===== config.mk =====
export PLATFORM = sky130hd
export DESIGN_NAME = bram_capture_ctrl
export DESIGN_NICKNAME = d
export VERILOG_FILES = /design/src/rtl/bram_capture_ctrl.sv
export SDC_FILE = /design/constraint.sdc
export NUM_CORES = 1
export LEC_CHECK = 0
export CAP_MARGIN = 0
export CORE_MARGIN = 5
export CORE_UTILIZATION = 47
export DETAILED_ROUTE_END_ITERATION = 10
export PLACE_DENSITY_LB_ADDON = 0.1
export SLEW_MARGIN = 25
export SYNTH_ARGS = -nofsm -noshare
export SYNTH_HDL_FRONTEND = slang
export SYNTH_SLANG_ARGS = --single-unit

===== constraint.sdc =====
create_clock -name clk -period 3.08 [get_ports clk]
set_input_delay 0.462 -clock clk [delete_from_list [all_inputs] [get_ports clk]]
set_output_delay 0.462 -clock clk [all_outputs]
set_load 0.01 [all_outputs]

===== src/rtl/bram_capture_ctrl.sv =====
// bram_capture_ctrl
//   Writes the receiver sample stream into a two-bank BRAM, one bank at a
//   time (ping-pong). Each bank is filled with DEPTH samples, closed with a
//   nonzero flag word, and announced with a one-cycle irq. The PS hands a
//   bank back by writing 0 to its flag. Before refilling a bank the
//   controller reads the flag back. Samples that arrive while the
//   controller cannot take them are dropped and counted.
//
//   Bank b layout (byte addresses): base(b) = b*(DEPTH+1)*4
//     base(b) + 0          flag word
//     base(b) + 4*(k+1)    sample k, k = 0..DEPTH-1
//
// Ports
//   clk          system clock
//   rst_n        asynchronous active-low reset
//   run          capture enable level; dropping it aborts to IDLE
//   valid        one-cycle sample strobe
//   datos        sample word, qualified by valid
//   bram_dout    BRAM read data (1-cycle read latency)
//   bram_en      BRAM enable
//   bram_we      BRAM write enable
//   bram_addr    BRAM byte address (word aligned)
//   bram_din     BRAM write data
//   irq          one-cycle pulse after a bank's flag is written
//   bank         bank currently targeted
//   busy         controller is not IDLE
//   frame_cnt    completed banks (wraps)
//   overrun_cnt  dropped samples (saturates)
module bram_capture_ctrl #(
  parameter int DATA_W        = 32,
  parameter int ADDR_W        = 32,
  parameter int DEPTH         = 1024,
  parameter int POLL_INTERVAL = 16
) (
  input  logic              clk,
  input  logic              rst_n,
  input  logic              run,
  input  logic              valid,
  input  logic [DATA_W-1:0] datos,
  input  logic [DATA_W-1:0] bram_dout,
  output logic              bram_en,
  output logic              bram_we,
  output logic [ADDR_W-1:0] bram_addr,
  output logic [DATA_W-1:0] bram_din,
  output logic              irq,
  output logic              bank,
  output logic              busy,
  output logic [15:0]       frame_cnt,
  output logic [15:0]       overrun_cnt
);

  localparam int IDX_W  = $clog2(DEPTH + 1);
  localparam int PCNT_W = (POLL_INTERVAL > 1) ? $clog2(POLL_INTERVAL) : 1;

  localparam logic [ADDR_W-1:0] BANK_SPAN = ADDR_W'((DEPTH + 1) * 4);
  localparam logic [IDX_W-1:0]  IDX_FULL  = IDX_W'(DEPTH);
  localparam logic [PCNT_W-1:0] POLL_LAST = PCNT_W'(POLL_INTERVAL - 1);

  typedef enum logic [2:0] {
    IDLE,
    CHECK,
    WAIT_RD,
    STALL,
    CAPTURE,
    FLAG
  } state_t;

  state_t            state;
  logic [IDX_W-1:0]  idx;        // samples already written into the current bank
  logic [PCNT_W-1:0] poll_cnt;
  logic              drop;
  logic [15:0]       frame_next;

  function automatic logic [ADDR_W-1:0] bank_base(input logic b);
    return b ? BANK_SPAN : '0;
  endfunction

  function automatic logic [ADDR_W-1:0] sample_addr(input logic b,
                                                     input logic [IDX_W-1:0] k);
    return bank_base(b) + ((ADDR_W'(k) + ADDR_W'(1)) << 2);
  endfunction

  function automatic logic [DATA_W-1:0] flag_word(input logic [15:0] f);
    logic [31:0] w;
    w = {1'b1, 15'd0, f};
    return DATA_W'(w);
  endfunction

  // A strobe is lost whenever the controller is busy but not accepting
  // samples. The cycle right after the last write of a bank is still
  // CAPTURE; sources never strobe there, so it is not treated as a drop.
  always_comb begin
    drop       = valid && ((state == CHECK) || (state == WAIT_RD) ||
                           (state == STALL) || (state == FLAG));
    frame_next = frame_cnt + 16'd1;
  end

  always_ff @(posedge clk or negedge rst_n) begin
    if (!rst_n) begin
      state       <= IDLE;
      idx         <= '0;
      poll_cnt    <= '0;
      bram_en     <= 1'b0;
      bram_we     <= 1'b0;
      bram_addr   <= '0;
      bram_din    <= '0;
      irq         <= 1'b0;
      bank        <= 1'b0;
      busy        <= 1'b0;
      frame_cnt   <= '0;
      overrun_cnt <= '0;
    end else begin
      // Bus strobes and irq are single-cycle unless a state re-asserts them.
      bram_en <= 1'b0;
      bram_we <= 1'b0;
      irq     <= 1'b0;

      if (drop && (overrun_cnt != 16'hFFFF)) begin
        overrun_cnt <= overrun_cnt + 16'd1;
      end

      // The flag word is already on the bus during FLAG, so the bank is
      // closed even if run falls in that same cycle.
      if (state == FLAG) begin
        frame_cnt <= frame_next;
        irq       <= 1'b1;
        bank      <= ~bank;
      end

      if ((state != IDLE) && !run) begin
        state <= IDLE;
        busy  <= 1'b0;
      end else begin
        case (state)
          IDLE: begin
            if (run) begin
              state     <= CHECK;
              busy      <= 1'b1;
              bram_en   <= 1'b1;
              bram_addr <= bank_base(bank);
            end
          end

          // Read is on the bus during CHECK; its data is valid in WAIT_RD.
          CHECK: begin
            state <= WAIT_RD;
          end

          WAIT_RD: begin
            if (bram_dout == '0) begin
              state <= CAPTURE;
              idx   <= '0;
            end else begin
              state    <= STALL;
              poll_cnt <= '0;
            end
          end

          STALL: begin
            if (poll_cnt == POLL_LAST) begin
              state     <= CHECK;
              bram_en   <= 1'b1;
              bram_addr <= bank_base(bank);
            end else begin
              poll_cnt <= poll_cnt + PCNT_W'(1);
            end
          end

          // idx == IDX_FULL means the last sample's write is on the bus now;
          // the flag goes out on the next cycle.
          CAPTURE: begin
            if (idx == IDX_FULL) begin
              state     <= FLAG;
              bram_en   <= 1'b1;
              bram_we   <= 1'b1;
              bram_addr <= bank_base(bank);
              bram_din  <= flag_word(frame_next);
            end else if (valid) begin
              bram_en   <= 1'b1;
              bram_we   <= 1'b1;
              bram_addr <= sample_addr(bank, idx);
              bram_din  <= datos;
              idx       <= idx + IDX_W'(1);
            end
          end

          // Flag check of the other bank goes out alongside irq.
          FLAG: begin
            state     <= CHECK;
            bram_en   <= 1'b1;
            bram_addr <= bank_base(~bank);
          end

          default: begin
            state <= IDLE;
          end
        endcase
      end
    end
  end

endmodule


; After elaboration in Yosys (flattened, before gate mapping)
; Index checks and enable logic that the tools add are counted.
; W data, S select, Z words.
[op_classes]
add_sub_neg = 6
mul = 0
div = 0
order_cmp = 0
eq_ne = 19
n_shift = 0
n_mux = 34
bitwise = 2
n_reduce_logical = 22
[op_table]
columns = operator, n
row1 = $mux W32, 6
row2 = $pmux W32 S4, 1
row3 = $mux W11, 3
row4 = $add A16 B1 Y16 const B, 2
row5 = $logic_not A32 Y1, 1
row6 = $mux W13, 2
row7 = $pmux W11 S2, 1
row8 = $pmux W3 S6, 1
row9 = $ne A16 B16 Y1 const B, 1
row10 = $add A13 B14 Y15, 1
row11 = $mux W3, 5
row12 = $add A11 B1 Y12 const B, 1
row13 = $add A11 B1 Y11 const B, 1
row14 = $eq A11 B11 Y1 const B, 1
row15 = $mux W1, 11
row16 = $ne A2 B2 Y1 const B, 5
row17 = $reduce_and A5 Y1, 2
row18 = $reduce_bool A2 Y1, 5
row19 = $ne A3 B3 Y1 const B, 3
row20 = $mux W4, 2
row21 = $pmux W4 S2, 1
row22 = $eq A3 B2 Y1 const B, 2
row23 = $eq A3 B3 Y1 const B, 2
row24 = $reduce_and A3 Y1, 2
row25 = other kinds (15), 21
[totals]
ff_bits = 119
latchBits = 0
mem_bits_rw = 0
mem_bits_ro = 0
inputBits = 68
output_inout_bits = 101
elab_cells = 95
mem_count = 0

; Depth between registers and ports, before layout
; Gate-level depths: netlist (run 1).
[logic_depth]
depth_word = 6
mapped_depth = 11
mapped_depth_nobuf = 8

; Least setup slack after synthesis (run 1)
; OpenSTA, ideal clock, no wires.
[synth_path]
path_kind = register to register
from = reg state[0]
to = reg bram_addr[12]
setup_time_ps = 129
arrival_time_ps = 2316
required_time_ps = 2951
setup_slack_ps = 635
stages_incl_launch_ff = 10
path_buffers = 2
period_less_slack_ps = 2445
cell_sequence = dfrtp_1 > clkbuf_1 > clkbuf_1 > or3_1 > ha_1 > or2_2 > a21oi_1 > nand2b_1 > o41ai_1 > nor2_1
[synth_between]
elab_chain_len = 4
elab_cells_between_ends = 13
cone_classes = eq/ne (6) / mux (1) / bitwise (1) / reduce/logical (5)
[synth_rtl]
columns = element, line_no
row1 = "start, declared", 68  ; state_t state;
row2 = "start signal, assigned", 100  ; state <= IDLE;
row3 = "start signal, assigned", 131  ; state <= IDLE;
row4 = "start signal, assigned", 137  ; state <= CHECK;
row5 = branches (longest 4 deep; another with $reduce_and A5 Y1), -
row6 = "end signal, assigned", 140  ; bram_addr <= bank_base(bank);
row7 = "end signal, assigned", 163  ; bram_addr <= bank_base(bank);
row8 = "end signal, assigned", 176  ; bram_addr <= bank_base(bank);
row9 = "end, declared", 43  ; output logic [ADDR_W-1:0] bram_addr,
; Parallel ways; which one is timed is not known.
; A chain may end at the register's enable or synchronous reset.

; Final worst setup path (run 1)
[layout_path]
from = reg idx[0]
to = reg bram_addr[13]
[layout_between]
elab_chain_len = 5
elab_cells_between_ends = 8
cone_classes = add/sub (2) / eq/ne (2) / mux (3) / reduce/logical (1)
[layout_rtl]
columns = element, line_no
row1 = "start, declared", 69  ; logic [IDX_W-1:0] idx;
row2 = "start signal, assigned", 183  ; idx <= idx + IDX_W'(1);
row3 = $add A11 B1 Y12, 80  ; return bank_base(b) + ((ADDR_W'(k) + ADDR_W'(1)) << 2);
row4 = $add A13 B14 Y15, 80
row5 = $mux W32, 178  ; end else if (valid) begin
row6 = $mux W32, 172  ; if (idx == IDX_FULL) begin
row7 = $pmux W32 S4, 134  ; case (state)
row8 = "end signal, assigned", 140
row9 = "end signal, assigned", 176
row10 = "end signal, assigned", 181  ; bram_addr <= sample_addr(bank, idx);
; Several ways; a longest one is shown, not always the timed one. The select of a mux whose other input is x is not followed.

==> flow_metrics.py, run 1 <==
metrics = {
    "run_status": {
        "status": "finished, final reports clean",
    },
    "detailed_routing": {
        "via_count": 4793,
        "dr.pass1.iters": 5,
        "drcViolationCount": 0,
        "detail-route-antenna-nets": 0,
        "first_iter_violations": 245,
        "wire_per_inst_um": 16.0,
        "viasPerCell": 5.37,
        "wirelength_um": 14300,
    },
    "global_routing": {
        "grtUsageTotal": 0.202,
        "grt_max_degree": 66,
        "grt_overflow": 0,
        "grt_pass1_wl_um": 23700,
        "antenna_found_initial": 0,
        "grt_pass1_vias": 4659,
    },
    "place": {
        "io_buffers": 149,
        "hpwl_um": 10700,
        "gp_congestion": 0.886,
        "pre_cts_ws_ps": 455,
        "place_area_mm2": 0.00704,
    },
    "synth": {
        "synth-async-reset-ratio": 1.00,
        "yosys_warnings": 0,
        "synth.avg_cell_area_um2": 9.02,
        "synth-seq-cells": 100,
        "syn-instance-count": 610,
        "ys_seq_area_frac": 0.455,
        "synth_edf_count": 0,
        "ys.flop_type": "dfrtp_1",
        "synth_cell_types": 55,
        "synth_area_mm2": 0.00550,
    },
    "cts": {
        "cts-htree-levels": 3,
        "ctsHoldBuffers": 0,
        "ctsRootBufferMaster": "clkbuf_16",
        "post_cts_buffers": 0,
        "clkLatencyLatePin_ps": 340,
        "cts_resized": 0,
        "clock-sinks": 100,
        "cts_tree": "yes",
        "clk_pin_slew_ps": 70,
        "cts_inserted_buffers": 9,
        "clockBufferDepth": 2,
    },
    "die": {
        "die_h_um": 118,
        "die_w_um": 118,
        "io_pins": 169,
        "start_util": 0.480,
        "dieArea_mm2": 0.0140,
        "core-area_mm2": 0.0115,
        "num_rows": 39,
    },
    "layout": {
        "drive_gt1_frac": 0.0454,
        "fin_area_mm2": 0.00735,
        "area_growth_pct": 33.7,
        "n_antenna_cell": 0,
        "postLayoutCoreUtil": 0.641,
        "layout.nets": 823,
    },
    "timing": {
        "worst_slack_ps": 422,
        "rsz0062_at_grt": "no",
        "worstMarginPinSlew_ps": 720,
        "setup_viol": 0,
        "fin_crit_ps": 2660,
        "tns_ps": 0,
        "slew_headroom": 0.516,
        "hold_viol_final": 0,
        "fin_crit_sh": 0.863,
        "skew_ps": 5.71,
        "timing.fmax_ghz": 0.376,
        "drv_slew": 0,
    },
    "power_and_ir_drop": {
        "p_leak_nw": 3.14,
        "p_clk_frac": 0.338,
        "switching_share": 0.283,
        "p_sw_w": 0.000982,
        "ir_worst_vdd_mv": 0.554,
        "p_per_area_mw_per_mm2": 472,
        "totalPowerFinal_w": 0.00347,
        "p_seq_frac": 0.440,
        "p_comb_frac": 0.221,
        "p_int_w": 0.00249,
    },
    "run": {
        "maxCapViolCount": 0,
    },
    "critical_path": {
        "r2r-start": "idx[0]",
        "end_kind": "flop",
        "cp_max_fo": 14,
        "rrSetupSlack_ps": 420,
        "reg2reg_depth": 8,
        "required_ps": 3310,
        "worstPathArrival_ps": 2890,
        "crit_type": "reg2reg",
        "cp-start-kind": "flop",
        "r2r_end": "bram_addr[13]",
    },
    "min_path": {
        "hold_path_class": "in2async",
    },
}
## logic make-up after synthesis
| logic type | synth area share |
|---|---|
| DFF | 0.455 |
| AOI/OAI and AO/OA | 0.131 |
| other | 0.000682 |
| and+or+nand+nor | 0.219 |
| xor gates and xnor gates | 0.0923 |
| muxes | 0.0130 |
| buffers and inverters | 0.0628 |
| adders and majority gates | 0.0268 |
## worst max-delay path, stage by stage (launching register included)
cell	delay (ps)
dfrtp_1	520
ha_1	470
and3_1	250
nand3_1	100
xnor2_1	220
ha_1	310
nor4b_1	160
or3_1	350
a22o_1	180
## cells in the final DEF (no fill, tap or decap), types with 3 or more instances in the layout
cell type,instances
nor3_1,7
inv_1,12
nand3b_1,4
clkbuf_8,3
nand2_1,102
and3_1,10
nor4_1,16
ha_1,11
xnor2_1,39
and2_1,4
nor2_1,39
o31ai_1,8
nand2b_1,8
a211oi_1,4
nand3_1,24
mux2i_1,6
clkbuf_16,9
a31oi_1,4
o21ai_0,63
conb_1,19
xor2_1,19
dfrtp_1,100
buf_4,8
clkdlybuf4s50_1,148
nand4_1,11
nor2b_1,3
a21oi_1,21
and4_1,5
or3_1,3
a211o_1,3
## area by class of cell
class	count	area [um^2]
clock inverters	3	43.8
well taps	143	179
multi-input cells	463	2730
fillers	972	4110
repair buffers	158	1580
clock buffers	13	270
inverters	12	45.0
flip-flops and latches	100	2500
## per-stage QoR
stage | hold WS, ps | instances
3_3_place_gp | 461 | 876
3_5_place_dp | 470 | 876
5_1_grt | 139 | 892
2_1_floorplan | 166 | 628
6_report | 96.6 | 892
4_1_cts | 115 | 892
## power groups by stage
stage          Combinational, W  Sequential (W)  Clock (W)
4_1_cts                0.000777         0.00153    0.00120
3_3_place_gp           0.000752         0.00155          0
5_1_grt                0.000862         0.00155    0.00125
6_report               0.000769         0.00153    0.00117
3_5_place_dp           0.000773         0.00155          0
2_1_floorplan          0.000451         0.00154          0
## cells in the mapped netlist (2+ instances only)
| library cell | count | area, um^2 |
|---|---|---|
| a211o_1 | 3 | 26.3 |
| buf_2 | 8 | 40.0 |
| nor3_1 | 7 | 35.0 |
| xor2_1 | 19 | 166 |
| nor3b_1 | 2 | 15.0 |
| inv_1 | 12 | 45.0 |
| buf_4 | 22 | 165 |
| dfrtp_1 | 100 | 2500 |
| and2_1 | 4 | 25.0 |
| nand3_1 | 24 | 120 |
| nand3b_1 | 4 | 30.0 |
| and3_1 | 10 | 62.6 |
| clkbuf_1 | 21 | 78.8 |
| mux2i_1 | 6 | 60.1 |
| o21ai_1 | 2 | 10.0 |
| nand4_1 | 11 | 68.8 |
| a31oi_1 | 4 | 25.0 |
| a22o_1 | 2 | 17.5 |
| ha_1 | 11 | 138 |
| o31ai_1 | 8 | 60.1 |
| o21ai_0 | 63 | 315 |
| nor4_1 | 16 | 100 |
| a211oi_1 | 4 | 30.0 |
| nand2_1 | 102 | 383 |
| o211ai_1 | 2 | 15.0 |
| nand2b_1 | 8 | 50.1 |
| and4_1 | 5 | 43.8 |
| or3_1 | 3 | 18.8 |
| nor2b_1 | 3 | 18.8 |
| a311oi_1 | 2 | 17.5 |
| a21oi_1 | 21 | 105 |
| o21bai_2 | 2 | 22.5 |
| nor2_1 | 39 | 146 |
| xnor2_1 | 39 | 342 |
## how the worst max path moves through the flow
stage,endpoint,startpoint,cells past startpoint
finish,bram_addr[13],idx[0],8
global route,bram_addr[13],idx[0],8
CTS,bram_addr[13],idx[0],8
detailed placement,bram_addr[13],idx[0],8
global placement,bram_addr[13],idx[0],8
floorplan,bram_addr[12],state[0],9
## routing by layer
| layer | vias to the layer above | share of wire | routed length [um] | global-route usage |
|---|---|---|---|---|
| met5 | - | 0 | 0 | 0 |
| met4 | 0 | 0.016 | 229 | 0.0523 |
| met3 | 22 | 0.070 | 1000 | 0.0544 |
| met2 | 165 | 0.46 | 6620 | 0.317 |
| met1 | 2250 | 0.45 | 6440 | 0.280 |
| li1 | 2356 | - | - | - |
## flip-flops by register name (all words and copies together) (netlist names)
name,count
poll_cnt,4
irq,1
bram_en,1
bank,1
state,3
busy,1
bram_addr,13
idx,11
overrun_cnt,16
frame_cnt,16
bram_we,1
bram_din,32
Power figures use the tool's default switching activity.
==> run 2: changes to the inputs <==
--- a/config.mk
+++ b/config.mk
@@ -6,10 +6,10 @@
 export NUM_CORES = 1
 export LEC_CHECK = 0
 export CAP_MARGIN = 0
-export CORE_MARGIN = 5
 export CORE_UTILIZATION = 47
 export DETAILED_ROUTE_END_ITERATION = 10
 export PLACE_DENSITY_LB_ADDON = 0.1
+export REMOVE_ABC_BUFFERS = 1
 export SLEW_MARGIN = 25
 export SYNTH_ARGS = -nofsm -noshare
 export SYNTH_HDL_FRONTEND = slang
==> flow_metrics.py, run 2 (same netlist as run 1, synthesis figures left out) <==
metrics = {
    "layout": {
        "fillers": 987,
        "largest_reg_flops": 32,
        "drive_gt1_frac": 0.0455,
        "area_growth_pct": 32.9,
        "n_antenna_cell": 0,
        "layout.nets": 822,
        "final_common_cell": "clkdlybuf4s50_1",
        "top_regs": "bram_din: 32 flops, frame_cnt: 16 flops, overrun_cnt: 16 flops",
        "most-common-layout-cells": "148 x clkdlybuf4s50_1, 102 x nand2_1, 100 x dfrtp_1",
        "postLayoutCoreUtil": 0.640,
        "regMostFlops": "bram_din",
    },
    "critical_path": {
        "crit_type": "reg2reg",
        "cp_max_fo": 15,
        "worstPathArrival_ps": 2860,
        "required_ps": 3340,
        "end_kind": "flop",
        "reg2reg_depth": 8,
        "r2r-start": "idx[0]",
        "startpoint": "idx[0]",
        "rrSetupSlack_ps": 480,
        "crit_path_end": "idx[2]",
        "cp-start-kind": "flop",
        "r2r_end": "idx[2]",
    },
    "detailed_routing": {
        "first_iter_violations": 251,
        "detail-route-antenna-nets": 0,
        "viasPerCell": 5.30,
        "dr.pass1.iters": 5,
        "wirelength_um": 13100,
        "via_count": 4724,
        "wire_per_inst_um": 14.8,
        "drcViolationCount": 0,
    },
    "cts": {
        "cts-htree-levels": 3,
        "clkLatencyLatePin_ps": 350,
        "clk_pin_slew_ps": 70,
        "cts_resized": 0,
        "ctsHoldBuffers": 0,
        "cts_tree": "yes",
        "post_cts_buffers": 0,
        "clockBufferDepth": 2,
        "cts_inserted_buffers": 9,
        "clock-sinks": 100,
        "ctsRootBufferMaster": "clkbuf_16",
    },
    "power_and_ir_drop": {
        "totalPowerFinal_w": 0.00338,
        "p_leak_nw": 3.12,
        "ir_worst_vdd_mv": 0.491,
        "p_per_area_mw_per_mm2": 463,
    },
    "run": {
        "maxCapViolCount": 0,
    },
    "timing": {
        "skew_ps": 5.84,
        "rsz0062_at_grt": "no",
        "worst_slack_ps": 479,
        "fin_crit_sh": 0.844,
        "whs_ps": 17.3,
        "tns_ps": 0,
        "worstMarginPinSlew_ps": 799,
        "fin_crit_ps": 2600,
        "drv_slew": 0,
        "setup_viol": 0,
        "hold_viol_final": 0,
        "slew_headroom": 0.462,
        "timing.fmax_ghz": 0.384,
    },
    "global_routing": {
        "grt_max_degree": 66,
        "grt_pass1_vias": 4397,
        "grt_pass1_wl_um": 21400,
        "grt_overflow": 0,
        "antenna_found_initial": 0,
        "grtUsageTotal": 0.228,
    },
    "die": {
        "die_w_um": 110,
        "core-area_mm2": 0.0114,
        "die_h_um": 110,
        "io_pins": 169,
        "num_rows": 39,
        "start_util": 0.482,
        "dieArea_mm2": 0.0121,
    },
    "place": {
        "hpwl_um": 9540,
        "pre_cts_ws_ps": 491,
        "gp_congestion": 0.856,
        "io_buffers": 149,
    },
    "run_status": {
        "status": "finished, final reports clean",
    },
    "min_path": {
        "hold_path_class": "in2async",
    },
}
[run 2: changes by cell type in the layout (fill, tap and decap cells not counted), sizes merged]
cell      before  now
buf           10    9
clkinv         2    3
bufinv         1    0
clkinvlp       0    1
clkbuf        13   12
[run 2: routing by layer]
| metal | vias to the layer above | track usage | share of wire |
|---|---|---|---|
| met4 | 0 | 0.0686 | 0.0085 |
| met2 | 123 | 0.365 | 0.48 |
| li1 | 2341 | - | - |
| met5 | - | 0 | 0 |
| met3 | 8 | 0.0641 | 0.058 |
| met1 | 2252 | 0.302 | 0.45 |
[run 2: area by class of cell]
class / count / area, um^2 / area share
sequential: 100 / 2500 / 0.342
clock buffer: 12 / 267 / 0.0365
clock inverter: 4 / 22.5 / 0.00308
tap: 143 / 179 / 0.0245
inverter: 12 / 45.0 / 0.00616
multi-input combinational: 463 / 2730 / 0.374
timing repair buffer: 157 / 1560 / 0.214
[run 2: worst min path at each step]
stage / startpoint / to / slack [ps] / depth (start not counted)
after global placement: rst_n / idx[7] / 390 / 1
final: rst_n / idx[5] / 20 / 1
after floorplan: rst_n / bank / 170 / 0
after global routing: rst_n / idx[5] / 20 / 1
after detailed placement: rst_n / idx[7] / 390 / 1
after CTS: rst_n / idx[5] / 20 / 1
[run 2: metrics by stage]
step	area, um^2	cells
after floorplan	5270	575
after global placement	7020	875
after detailed placement	7020	875
after CTS	7310	891
after global routing	7310	891
final	7310	891
[run 2: power breakdown]
part / internal [W] / switching, W
sequential: 0.00141 / 0.000133
clock: 0.000610 / 0.000484
combinational: 0.000378 / 0.000368
[run 2: worst max-delay path, stage by stage, from the launching register on]
cell	delay, ps
dfrtp_1	480
inv_1	140
ha_1	150
nor4bb_1	520
and3_1	300
nor3_2	90
o21bai_2	520
o21ai_0	200
o21ai_0	110
==> run 3: changes to the inputs <==
==> constraint.sdc (replaced) <==
create_clock -name clk -period 2.65 [get_ports clk]
set_input_delay 0.3975 -clock clk [delete_from_list [all_inputs] [get_ports clk]]
set_output_delay 0.3975 -clock clk [all_outputs]
set_load 0.01 [all_outputs]
==> flow_metrics.py, run 3 (same netlist as run 1, synthesis figures left out) <==
metrics = {
    "global_routing": {
        "grt_max_degree": 66,
        "grt_overflow": 0,
        "antenna_found_initial": 0,
        "grtUsageTotal": 0.227,
        "grt_pass1_vias": 4341,
        "grt_pass1_wl_um": 21300,
    },
    "place": {
        "hpwl_um": 9930,
        "io_buffers": 149,
        "pre_cts_ws_ps": 186,
        "gp_congestion": 0.860,
    },
    "timing": {
        "setup_viol": 0,
        "fin_crit_ps": 2380,
        "hold_viol_final": 0,
        "worstMarginPinSlew_ps": 773,
        "tns_ps": 0,
        "rsz0062_at_grt": "no",
        "skew_ps": 7.87,
        "timing.fmax_ghz": 0.420,
        "fin_crit_sh": 0.899,
        "drv_slew": 0,
        "slew_headroom": 0.480,
        "worst_slack_ps": 266,
    },
    "die": {
        "core-area_mm2": 0.0114,
        "die_h_um": 110,
        "io_pins": 169,
        "start_util": 0.482,
        "dieArea_mm2": 0.0121,
        "num_rows": 39,
        "die_w_um": 110,
    },
    "critical_path": {
        "r2r-start": "idx[0]",
        "crit_path_end": "bram_addr[13]",
        "cpMaxStageDelayCell": "dfrtp_2",
        "critPathMaxStageDelay_ps": 450,
        "required_ps": 2890,
        "startpoint": "idx[0]",
        "worstPathArrival_ps": 2620,
        "rrSetupSlack_ps": 270,
        "reg2reg_depth": 8,
        "path_cells": "ha_1 > and3_1 > nand3_1 > xnor2_1 > ha_1 > nor4b_1 > or3_1 > a22o_1",
        "cp_max_fo": 11,
        "cp_common_cell": "ha_1",
        "crit_type": "reg2reg",
        "cp-start-kind": "flop",
        "r2r_end": "bram_addr[13]",
        "end_kind": "flop",
    },
    "layout": {
        "final_common_cell": "clkdlybuf4s50_1",
        "area_growth_pct": 36.5,
        "drive_gt1_frac": 0.0692,
        "layout.nets": 841,
        "top_regs": "bram_din: 32 flops, frame_cnt: 16 flops, overrun_cnt: 16 flops",
        "postLayoutCoreUtil": 0.658,
        "regMostFlops": "bram_din",
        "most-common-layout-cells": "148 x clkdlybuf4s50_1, 102 x nand2_1, 99 x dfrtp_1",
        "largest_reg_flops": 32,
        "n_antenna_cell": 0,
    },
    "detailed_routing": {
        "via_count": 4796,
        "detail-route-antenna-nets": 0,
        "viasPerCell": 5.28,
        "wire_per_inst_um": 14.6,
        "first_iter_violations": 182,
        "drcViolationCount": 0,
        "wirelength_um": 13300,
        "dr.pass1.iters": 4,
    },
    "cts": {
        "cts-htree-levels": 3,
        "cts_inserted_buffers": 9,
        "clock-sinks": 100,
        "clkLatencyLatePin_ps": 350,
        "cts_tree": "yes",
        "ctsHoldBuffers": 0,
        "ctsRootBufferMaster": "clkbuf_16",
        "clockBufferDepth": 2,
        "clk_pin_slew_ps": 70,
        "cts_resized": 0,
        "post_cts_buffers": 0,
    },
    "min_path": {
        "hold_path_class": "in2async",
    },
    "power_and_ir_drop": {
        "p_seq_frac": 0.432,
        "p_clk_frac": 0.336,
        "switching_share": 0.289,
        "p_leak_nw": 3.23,
        "totalPowerFinal_w": 0.00407,
        "p_per_area_mw_per_mm2": 541,
        "p_int_w": 0.00289,
        "p_comb_frac": 0.232,
        "p_sw_w": 0.00117,
        "ir_worst_vdd_mv": 0.557,
    },
    "run": {
        "maxCapViolCount": 0,
    },
    "run_status": {
        "status": "finished, final reports clean",
    },
}
run 3: cell type report:
type                    instances  area, um^2
clock buffers                  11         253
clock inverters                 4        55.1
fillers                       999        3910
inverters                      12        45.0
multi-input cells             463        2730
flip-flops and latches        100        2500
well taps                     143         179
repair buffers                176        1740
run 3: power by group through the flow:
stage,clock network (W),logic (W),registers (W)
floorplan,0,0.000429,0.00183
global placement,0,0.000922,0.00178
detailed placement,0,0.000946,0.00178
CTS,0.00140,0.000950,0.00176
global route,0.00145,0.00105,0.00178
finish,0.00137,0.000943,0.00176
run 3: metrics by stage:
step	cell area, um^2	hold WS, ps	cells
6_report	7510	71.1	909
5_1_grt	7510	134	909
4_1_cts	7510	109	909
3_5_place_dp	7200	469	894
3_3_place_gp	7200	461	894
2_1_floorplan	5270	102	575
run 3: how the worst min path moves through the flow:
stage | start | end | slack (ps) | depth (start not counted)
final | rst_n | idx[2] | 70 | 1
after global placement | bram_din[3] | bram_din[3] | 460 | 2
after detailed placement | bram_din[3] | bram_din[3] | 470 | 2
after CTS | rst_n | bram_addr[7] | 110 | 1
after floorplan | rst_n | bank | 100 | 0
after global routing | rst_n | bram_addr[7] | 130 | 1
run 3: routing by layer:
metal  global-route usage  wire [um]  share of wire  vias up
met5                    0          0              0        -
met4               0.0930        232          0.017        0
met3               0.0476        720          0.054       16
met2                0.353       6150           0.46      125
met1                0.309       6200           0.47     2273
li1                     -          -              -     2382
run 3: worst max-delay path, delay by kind of cell, from the launching register on:
kind                     cells  cell delay [ps]
AND/OR/NAND/NOR              4              810
XOR/XNOR                     1              230
flip-flops                   1              450
adder cells (fa/ha/maj)      2              590
AO/OA/AOI/OAI                1              190
==> patch 1: new RTL, config.mk and constraints of run 3 <==
The parameter `DEPTH` goes from 1024 to 512.
--- a/src/rtl/bram_capture_ctrl.sv
+++ b/src/rtl/bram_capture_ctrl.sv
@@ -29,7 +29,7 @@
 module bram_capture_ctrl #(
   parameter int DATA_W        = 32,
   parameter int ADDR_W        = 32,
-  parameter int DEPTH         = 1024,
+  parameter int DEPTH         = 512,
   parameter int POLL_INTERVAL = 16
 ) (
   input  logic              clk,
Function: no difference found for any inputs over 4 cycles, from zero or initial values and one cycle with rst_n low; that may be too few to reach the edited logic, so the function may still have changed.
==> patch 1 against run 3 <==
Non-clock buffer count is 14 lower; setup slack lost 0.12 ns; final area decreased by 3.7%; total power up 23%; synthesized area is 3.2% lower; sequential cell count is 2 lower; routed wire length fell by 2.4%; clock skew decreased by 0.00057 ns; critical endpoint is now bram_addr[11].
==> patch 1: results (changes against run 3) <==
layout cells sized above 1: 0.0553 (was 0.0692)
multi-input gates: 450 (was 463)
P_comb: 1.63 mW (was 0.943 mW)
inverters: 15 (was 12)
global-route wire length before repair: 20.8 mm (was 21.3 mm)
GRT met3 Usage: 0.0392 (was 0.0476)
Critical Path Max Stage Delay: 0.52 ns (was 0.45 ns)
drt initial violations: 252 (was 182)
Non-clock buffers: 162 (was 176)
global placement routability congestion: 0.905 (was 0.860)
Via-to-Cell Ratio: 5.38 (was 5.28)
PD cells: 690 nW/um^2 (was 541 nW/um^2)
pre-CTS setup slack: 0.0867 ns (was 0.186 ns)
post-CTS setup buffer count: 0 (unchanged)
worst-path fanout max: 12 (was 11)
number of global-route vias before repair: 4345 (was 4341)
total global routing track utilization: 0.226 (was 0.227)
largest net degree at the start of global routing: 61 (was 66)
Seq pwr share: 0.403 (was 0.432)
syn avg cell area: 8.97 sq um (was 9.02 sq um)
multi-input combinational area share: 0.364 (about the same)
Clock Skews: 0.00730 ns (was 0.00787 ns)
final WL: 13.0 mm (was 13.3 mm)
Final #Nets: 815 (was 841)
RR Endpoint: bram_addr[11] (was bram_addr[13])
sequential element share of the synthesized area: 0.460 (was 0.455)
Core Util, Final: 0.661 (was 0.658)
Lkg Pwr: 3.13 nW (was 3.23 nW)
post-DP HPWL: 9.62 mm (was 9.93 mm)
Clock buf/inv share: 0.0421 (was 0.0410)
Final Cycle Share: 0.946 (was 0.899)
Rel. slew slack: 0.658 (was 0.480)
Placed Area: 6920 sq um (was 7200 sq um)
crit path DAT: 2.78 ns (was 2.62 ns)
final-layout non-clock buffer area share: 0.223 (was 0.232)
peak supply drop: 0.000321 V (was 0.000557 V)
Initial DRT Pass Iterations: 4 (unchanged)
status: complete, no violations (unchanged)
Area Growth Syn to Fin: 35.7% (was 36.5%)
PortBufs: 148 (was 149)
metal2 WL: 6.23 mm (was 6.15 mm)
number of fill cells: 931 (was 999)
wire length per cell: 14.7 microns (was 14.6 microns)
# placed instances: 865 (was 894)
Synth area leaders: dfrtp_1, nand2_1, o21ai_0 (was dfrtp_1, nand2_1, xnor2_1)
Seq area share: 0.339 (was 0.333)
Multi-input gate area: 2630 sq um (was 2730 sq um)
top cells by count, synth: dfrtp_1, nand2_1, o21ai_0, nor2_1, xnor2_1 (was nand2_1, dfrtp_1, o21ai_0, nor2_1, xnor2_1)
met3 WL: 962 microns (was 720 microns)
CP max-delay cell: or4_1 (was dfrtp_2)
R2R depth: 7 (was 8)
M1 GR Usage: 0.300 (was 0.309)
met2 Usage GRT: 0.377 (was 0.353)
## patch 1: cell count changes in the layout (fill, tap and decap cells not counted), moves of 5 or more
cell | before | now
a21oi_1 | 21 | 16
buf_4 | 24 | 13
mux2i_1 | 6 | 0
nand2_1 | 102 | 91
nor2_1 | 39 | 45
nor4_1 | 16 | 10
or3_1 | 3 | 8
xnor2_1 | 39 | 34
## patch 1: how the worst min path moves through the flow
stage                     start           end  slack [ns]
after floorplan           rst_n          bank        0.10
after global placement    rst_n  bram_din[18]        0.40
after detailed placement  rst_n  bram_din[18]        0.41
after CTS                 rst_n  bram_din[18]        0.04
after global routing      rst_n  bram_din[20]        0.06
final                     rst_n  bram_din[18]        0.02
## patch 1: logic make-up after synthesis
family,synth area share
adders and majority gates,0.0258
xor gates and xnor gates,0.0921
muxes,0.00423
AOI/OAI and AO/OA,0.136
and+or+nand+nor,0.218
other,0.000704
DFF,0.460
buffers and inverters,0.0625
==> patch 2: new RTL, config.mk and constraints of run 3 <==
Made on the original files. Reset style: synchronous (`rst_n`), changed in one clocked block. Comments in the files are not updated.
--- a/src/rtl/bram_capture_ctrl.sv
+++ b/src/rtl/bram_capture_ctrl.sv
@@ -95,7 +95,7 @@
     frame_next = frame_cnt + 16'd1;
   end
 
-  always_ff @(posedge clk or negedge rst_n) begin
+  always_ff @(posedge clk) begin
     if (!rst_n) begin
       state       <= IDLE;
       idx         <= '0;
Behaviour: differs if rst_n is asserted again (counterexample within 4 cycles, from zero or initial values and one cycle with rst_n low); with rst_n held inactive, the same outputs for 4 cycles.
==> patch 2 against run 3 <==
Maximum frequency rose by 2.1%; routed wire length rose by 9.9%; synthesized area decreased by 2.1%; core utilization rose by 0.50 points; setup slack improved by 0.049 ns; final area fell by 3.1%; hold slack better by 0.38 ns; sequential cell count unchanged; sequential share of layout area down 5.8 points; clock skew about the same; critical path depth did not move.
Power is not compared: it rests on default switching activity, and its combinational part moved more than twofold at a synthesized area within 25%.
==> patch 2: results (changes against run 3) <==
status: complete, no violations (unchanged)
global-route wire length before repair: 23.4 mm (was 21.3 mm)
top cells by count, synth: dfxtp_1, nor2_1, nand2_1, a21oi_1, nand3_1 (was nand2_1, dfrtp_1, o21ai_0, nor2_1, xnor2_1)
Initial DRT Pass Iterations: 7 (was 4)
crit path launch: idx[6] (was idx[0])
internal power: 2.41 mW
total global routing track utilization: 0.251 (was 0.227)
critical path's top delay family: simple AND/OR/NAND/NOR gates (unchanged)
Clock Skews: 0.00778 ns (was 0.00787 ns)
crit path DAT: 2.59 ns (was 2.62 ns)
Critical Path Max Stage Delay: 0.44 ns
global placement routability congestion: 0.833 (was 0.860)
Placed Area: 6960 sq um (was 7200 sq um)
Rel. slew slack: 0.580 (was 0.480)
CP max-delay cell: dfxtp_1 (was dfrtp_2)
worst-path fanout max: 23 (was 11)
largest net degree at the start of global routing: 70 (was 66)
Top Registers: bram_din: 32 flops, frame_cnt: 16 flops, overrun_cnt: 16 flops (unchanged)
Num CTS Buffers: 9 (unchanged)
reg-to-reg slack, setup: 0.32 ns (was 0.27 ns)
hold_sp: bram_din[11]
layout cells sized above 1: 0.0694 (was 0.0692)
number of diodes: 0 (unchanged)
initial antenna violation count: 0 (unchanged)
Synth area leaders: dfxtp_1, xnor2_1, nor2_1 (was dfrtp_1, nand2_1, xnor2_1)
most common cell after layout, fill and taps aside: clkdlybuf4s50_1 (unchanged)
Setup crit end: bram_din[1] (was bram_addr[13])
CTS clock-pin slew for the worst setup and hold paths: 0.07 ns (about the same)
peak supply drop: 0.000510 V
drt initial violations: 316 (was 182)
async set or reset register ratio after synthesis: 0 (was 1.00)
H-tree depth: 3 (unchanged)
post-CTS setup buffer count: 0 (unchanged)
Clk Tree Root Cell: clkbuf_16 (unchanged)
# placed instances: 959 (was 894)
sequential element share of the synthesized area: 0.372 (was 0.455)
number of global-route vias before repair: 4900 (was 4341)
clock tree buffer depth: 2 (unchanged)
clk_lat worst skew: 0.35 ns (about the same)
final WL: 14.6 mm (was 13.3 mm)
Via-to-Cell Ratio: 5.37 (was 5.28)
total number of vias: 5243 (was 4796)
syn avg cell area: 7.75 sq um (was 9.02 sq um)
Hold Path End: bram_din[11]
Hold WC Path Type: reg2reg (was in2async)
Top FF cell, synth: dfxtp_1 (was dfrtp_1)
Cell variety after synth: 64 (was 55)
Final #Nets: 907 (was 841)
Lkg Pwr: 2.44 nW
post-DP HPWL: 10.7 mm (was 9.93 mm)
## patch 2: stage by stage
step,setup TNS (ns),hold slack [ns],util,power [mW],setup WS [ns]
floorplan,-0.113,0.476,-,1.63,-0.0488
global placement,0,0.437,0.634,1.78,0.247
detailed placement,0,0.444,0.634,1.78,0.176
CTS,0,0.455,0.661,3.13,0.316
global route,0,0.469,0.663,3.22,0.135
finish,0,0.452,0.663,3.10,0.316
## patch 2: cells by family (layout without fill, tap and decap cells)
| kind of cell | Yosys count | after routing | share of synthesized area |
|---|---|---|---|
| AO/OA/AOI/OAI | 135 | 135 | 0.152 |
| XOR/XNOR | 56 | 56 | 0.0911 |
| adder cells (fa/ha/maj) | 8 | 8 | 0.0186 |
| buffers and inverters | 86 | 209 | 0.0809 |
| flip-flops | 100 | 100 | 0.372 |
| multiplexers | 3 | 3 | 0.00581 |
| other | 1 | 19 | 0.000697 |
| AND/OR/NAND/NOR | 306 | 306 | 0.279 |
## patch 2: area by class of cell
class / instances / area (sq um)
repair buffers: 175 / 1710
inverters: 18 / 67.6
multi-input cells: 527 / 3020
fillers: 996 / 3700
clock buffers: 12 / 246
well taps: 140 / 175
flip-flops and latches: 100 / 2000
clock inverters: 4 / 57.6
## patch 2: layer usage
layer	track usage	routed length, microns	share of wire	vias to the layer above
met5	0	0	0	-
met4	0.0840	188	0.013	0
met3	0.0365	642	0.044	13
met2	0.432	7350	0.50	135
met1	0.319	6430	0.44	2445
li1	-	-	-	2650
## patch 2: power by group through the flow
stage	sequential, mW	clock [mW]	combinational [mW]
final	1.52	1.35	0.230
after CTS	1.52	1.38	0.230
after detailed placement	1.56	0	0.228
after floorplan	1.56	0	0.0710
after global routing	1.52	1.45	0.249
after global placement	1.56	0	0.224
